$ cat src/rtl/simon_playback.sv
// Simon playback sequencer: walks pattern memory entries 0..len-1, showing each
// pattern on the LEDs for ON_CYCLES cycles followed by OFF_CYCLES blank cycles.
module simon_playback #(
   parameter int ADDR_W     = 6,
   parameter int DATA_W     = 4,
   parameter int ON_CYCLES  = 4,
   parameter int OFF_CYCLES = 2
) (
   input  logic              i_clk,
   input  logic              i_reset,
   input  logic              i_start,
   input  logic              i_abort,
   input  logic [ADDR_W-1:0] i_len,
   output logic [ADDR_W-1:0] o_rd_addr,
   input  logic [DATA_W-1:0] i_rd_data,
   output logic [DATA_W-1:0] o_leds,
   output logic              o_busy,
   output logic              o_done
);

   typedef enum logic [1:0] {IDLE, SHOW, GAP, FIN} state_t;

   localparam logic [15:0]       ON_LAST  = 16'(ON_CYCLES - 1);
   localparam logic [15:0]       OFF_LAST = 16'(OFF_CYCLES - 1);
   localparam logic [ADDR_W-1:0] ONE      = ADDR_W'(1);

   state_t            r_state;
   logic [ADDR_W-1:0] r_idx;
   logic [ADDR_W-1:0] r_len_q;
   logic [15:0]       r_tmr;
   logic              r_busy;
   logic              r_done;

   always_ff @(posedge i_clk or posedge i_reset) begin
      if (i_reset) begin
         r_state <= IDLE;
         r_idx   <= '0;
         r_len_q <= '0;
         r_tmr   <= '0;
         r_busy  <= 1'b0;
         r_done  <= 1'b0;
      end else if (i_abort && r_state != IDLE) begin
         r_state <= IDLE;
         r_idx   <= '0;
         r_tmr   <= '0;
         r_busy  <= 1'b0;
         r_done  <= 1'b0;
      end else begin
         case (r_state)
            IDLE: begin
               if (i_start) begin
                  r_len_q <= i_len;
                  r_idx   <= '0;
                  r_tmr   <= '0;
                  r_busy  <= 1'b1;
                  if (i_len != '0) begin
                     r_state <= SHOW;
                  end else begin
                     r_state <= FIN;
                     r_done  <= 1'b1;
                  end
               end
            end
            SHOW: begin
               if (r_tmr == ON_LAST) begin
                  r_tmr   <= '0;
                  r_state <= GAP;
               end else begin
                  r_tmr <= r_tmr + 16'd1;
               end
            end
            GAP: begin
               if (r_tmr == OFF_LAST) begin
                  r_tmr <= '0;
                  // Last-entry check precedes the increment, so idx never passes len-1.
                  if (r_idx == r_len_q - ONE) begin
                     r_state <= FIN;
                     r_done  <= 1'b1;
                  end else begin
                     r_idx   <= r_idx + ONE;
                     r_state <= SHOW;
                  end
               end else begin
                  r_tmr <= r_tmr + 16'd1;
               end
            end
            FIN: begin
               r_state <= IDLE;
               r_idx   <= '0;
               r_busy  <= 1'b0;
               r_done  <= 1'b0;
            end
            default: r_state <= IDLE;
         endcase
      end
   end

   assign o_rd_addr = r_idx;
   assign o_busy    = r_busy;
   assign o_done    = r_done;
   assign o_leds    = (r_state == SHOW) ? i_rd_data : '0;

endmodule

$ cat config.mk
export PLATFORM = sky130hd
export DESIGN_NAME = simon_playback
export DESIGN_NICKNAME = d
export VERILOG_FILES = /design/src/rtl/simon_playback.sv
export SDC_FILE = /design/constraint.sdc
export NUM_CORES = 1
export LEC_CHECK = 0
export ABC_AREA = 1
export BUFFER_PORTS_ARGS = -buffer_cell sky130_fd_sc_hd__buf_2
export CAP_MARGIN = 20
export CORE_MARGIN = 2
export CORE_UTILIZATION = 60
export DETAILED_ROUTE_END_ITERATION = 10
export PLACE_DENSITY = 0.79
export SYNTH_ARGS = -nofsm -noshare
export SYNTH_HDL_FRONTEND = slang
export SYNTH_SLANG_ARGS = --single-unit
$ cat constraint.sdc
create_clock -name i_clk -period 3.2 [get_ports i_clk]
set_input_delay 0.16 -clock i_clk [delete_from_list [all_inputs] [get_ports i_clk]]
set_output_delay 0.16 -clock i_clk [all_outputs]
set_load 0.1 [all_outputs]
==> results.txt <==
power share of the sequential group: 0.279
Reg2Reg Capture Point: o_rd_addr[3]
DR vias/cell: 5.13
Routed WL per cell: 11.9 microns
adder-cell share of the synthesized area: 0.0442
clock tree buffer depth: 2
hpwl dp: 3.76 mm
post-CTS setup buffers: 0
GRT overflow: 0
maximum fanout along the worst path: 8
Mapped Area: 0.00226 sq mm
Slew HR: 0.679
Worst-Margin Slew: 0.486 ns
number of antenna diodes: 0
largest net degree at the start of global routing: 33
Num CTS Buffers: 5
WHS Endpoint: r_len_q[2]
Tcrit/Tclk final: 0.601
CP delay by family, top: simple AND/OR/NAND/NOR gates
Post-Route Setup TNS: 0 ns
number of DRC markers in iteration 0: 122
Pwr Density: 783 mW/mm^2
Fin. Hold Viols: 0
xor and xnor area share after synthesis: 0.0232
largest family of logic cells by synthesized area: simple AND/OR/NAND/NOR gates
post_cts resized: 0
largest area contributor in the netlist: dfrtp_1
share of flip-flops with an asynchronous set or reset: 1.00
Fmax: 520 MHz
status: complete, no violations
Hold WS: 0.157 ns
fin area: 0.00254 sq mm
post-route ant nets: 0
gr usage total: 0.262
worst path cell trace: inv_1, ha_1, inv_2, nand2_2, inv_1, nor2_2, inv_1, nor3b_1, nand3_1, nand2_1
Die Y: 65.4 microns
Synth Flop Type: dfrtp_1
most common cell in the netlist: nand2_1
switching pwr: 1.05 mW
Fill cells: 333
Post-synth EDFFs: 0
Synth Area in Compound Gates: 0.0669
launch point of the worst reg-to-reg path: r_state[0]
fin crit period: 1.92 ns
post-synthesis mux area share: 0
# nets final: 391
MaxCap Viol Count: 0
post-synthesis sequential area ratio: 0.354
Worst-path clk slew: 0.06 ns
first-pass GRT wire length: 8.72 mm
Core Area: 0.00363 sq mm
vias: 2143
vias in the first global route: 2054
Clock Power Share: 0.157
Area Overhead vs Synth: 12.1%
Placement Rows: 22
Die X: 65.4 microns
drt first pass iters: 4
Post-route DRC: 0
crit path DAT: 2.14 ns
drt total wl: 4.97 mm
Initial Util: 0.623
layout cells sized above 1: 0.146
switching portion of total power: 0.527
hold path depth: 3
die area: 0.00428 sq mm
Setup CP Type: reg2reg
crit end category: register
H-tree lvl count: 2
most frequent cells after synthesis: nand2_1 (103), inv_1 (45), nor2_1 (43)
CTS tree: built
initial antenna violation count: 0
Port Buffers: 25
Pint: 0.939 mW
CP Buf/Inv Count: 4
total clock sinks: 32
Levels on crit path: 10
CP max stage delay: 0.44 ns
post-place instance area: 0.00244 sq mm
overall power: 1.99 mW
Min-Delay Path Class: in2reg
Synth Area per Inst: 6.69 sq um
Top cell by count, worst path: inv_1
RSZ-0062 raised after global routing: no
setup slack, reg-to-reg: 1.28 ns
Mapped Cells: 338
cells on worst reg2reg path: 10
Slew Limit Fails: 0
simple-gate share of the synthesized area: 0.416
CP max-delay cell: dfrtp_1
post-synth cell types: 32
count of final setup violators: 0
Synthesis Warnings: 0
Synthesized Nets: 360
Leak Pwr: 1.37 nW
Synth area leaders: dfrtp_1 (35%), nand2_1 (17%), inv_1 (7.5%)
Hold Buf Count CTS: 1
CP startpoint kind: register
Critical Path RT: 3.42 ns
min-delay src: i_len[2]
later-pin clock latency in the skew report: 0.27 ns
top cell type's share of synthesized area: 0.354
Max VDD drop: 0.000336 V
IO Count: 26
combinational power share: 0.563
CTS root buf: clkbuf_8
post-synthesis register bit count: 32
Final GP Congestion: 0.909
clk_skew: 0.00387 ns
==> layer usage <==
metal  track usage  wire length [microns]  vias up
li1              -                      -     1129
met1         0.311                   2280      983
met2         0.468                   2470       25
met3        0.0479                    116        6
met4        0.0990                    103        0
met5             0                      0        -
==> cell families (layout without fill, tap and decap cells) <==
kind of cell    Yosys count  count (layout)
compound gates           27              27
xor+xnor                  6               6
fa+ha+maj                 8               8
buf+inv                  55              87
flops                    32              32
simple gates            210             210
==> registers in the layout (all words and copies together), names as in the netlist <==
register   flops
o_busy         1
r_tmr         16
r_len_q        6
r_state        2
o_rd_addr      6
o_done         1
==> how the worst max path moves through the flow <==
stage / from / to / slack [ns]
after floorplan: o_rd_addr[5] / o_rd_addr[0] / 1.19
after global placement: r_state[1] / o_rd_addr[3] / 1.35
after detailed placement: r_state[0] / r_tmr[8] / 1.34
after CTS: r_state[0] / r_tmr[8] / 1.32
after global routing: r_state[1] / o_rd_addr[3] / 1.10
final: r_state[0] / o_rd_addr[3] / 1.28
==> through the flow <==
step / setup WS (ns) / utilization / cells
global placement: 1.35 / 0.670 / 409
CTS: 1.32 / 0.698 / 418
global route: 1.10 / 0.698 / 418
detailed placement: 1.34 / 0.670 / 409
floorplan: 1.19 / - / 338
finish: 1.28 / 0.698 / 418
==> power groups by stage <==
stage	registers, mW	clock network, mW	logic, mW
after CTS	0.553	0.323	1.12
after global placement	0.559	0	1.10
after floorplan	0.686	0	0.787
final	0.554	0.313	1.12
after global routing	0.565	0.337	1.25
after detailed placement	0.560	0	1.11
==> area by class of cell <==
class / instances / area [sq um] / area share
clock buffer: 8 / 90.1 / 0.0355
inverter: 52 / 198 / 0.0779
multi-input combinational: 251 / 1240 / 0.491
sequential: 32 / 801 / 0.316
tap: 48 / 60.1 / 0.0237
timing repair buffer: 27 / 143 / 0.0562
==> worst register-to-register path: stages (launching register included) <==
cell and delay (ns):
dfrtp_1 0.44, inv_1 0.13, ha_1 0.30, inv_2 0.07, nand2_2 0.17, inv_1 0.15, nor2_2 0.16, inv_1 0.07
nor3b_1 0.20, nand3_1 0.10, nand2_1 0.07
==> cell usage in the layout (no fill, tap or decap), drive strengths merged, types with 3 or more instances in the layout <==
cell type	netlist	layout
buf	1	26
inv	52	52
nor3	6	6
xor2	4	4
nand3	36	36
clkbuf	2	8
nand4	7	7
a21oi	13	13
nor2	47	47
nand2	107	107
o21ai	9	9
ha	8	8
dfrtp	32	32
nor4	3	3
Note: power is estimated with default switching activity, not from simulation.
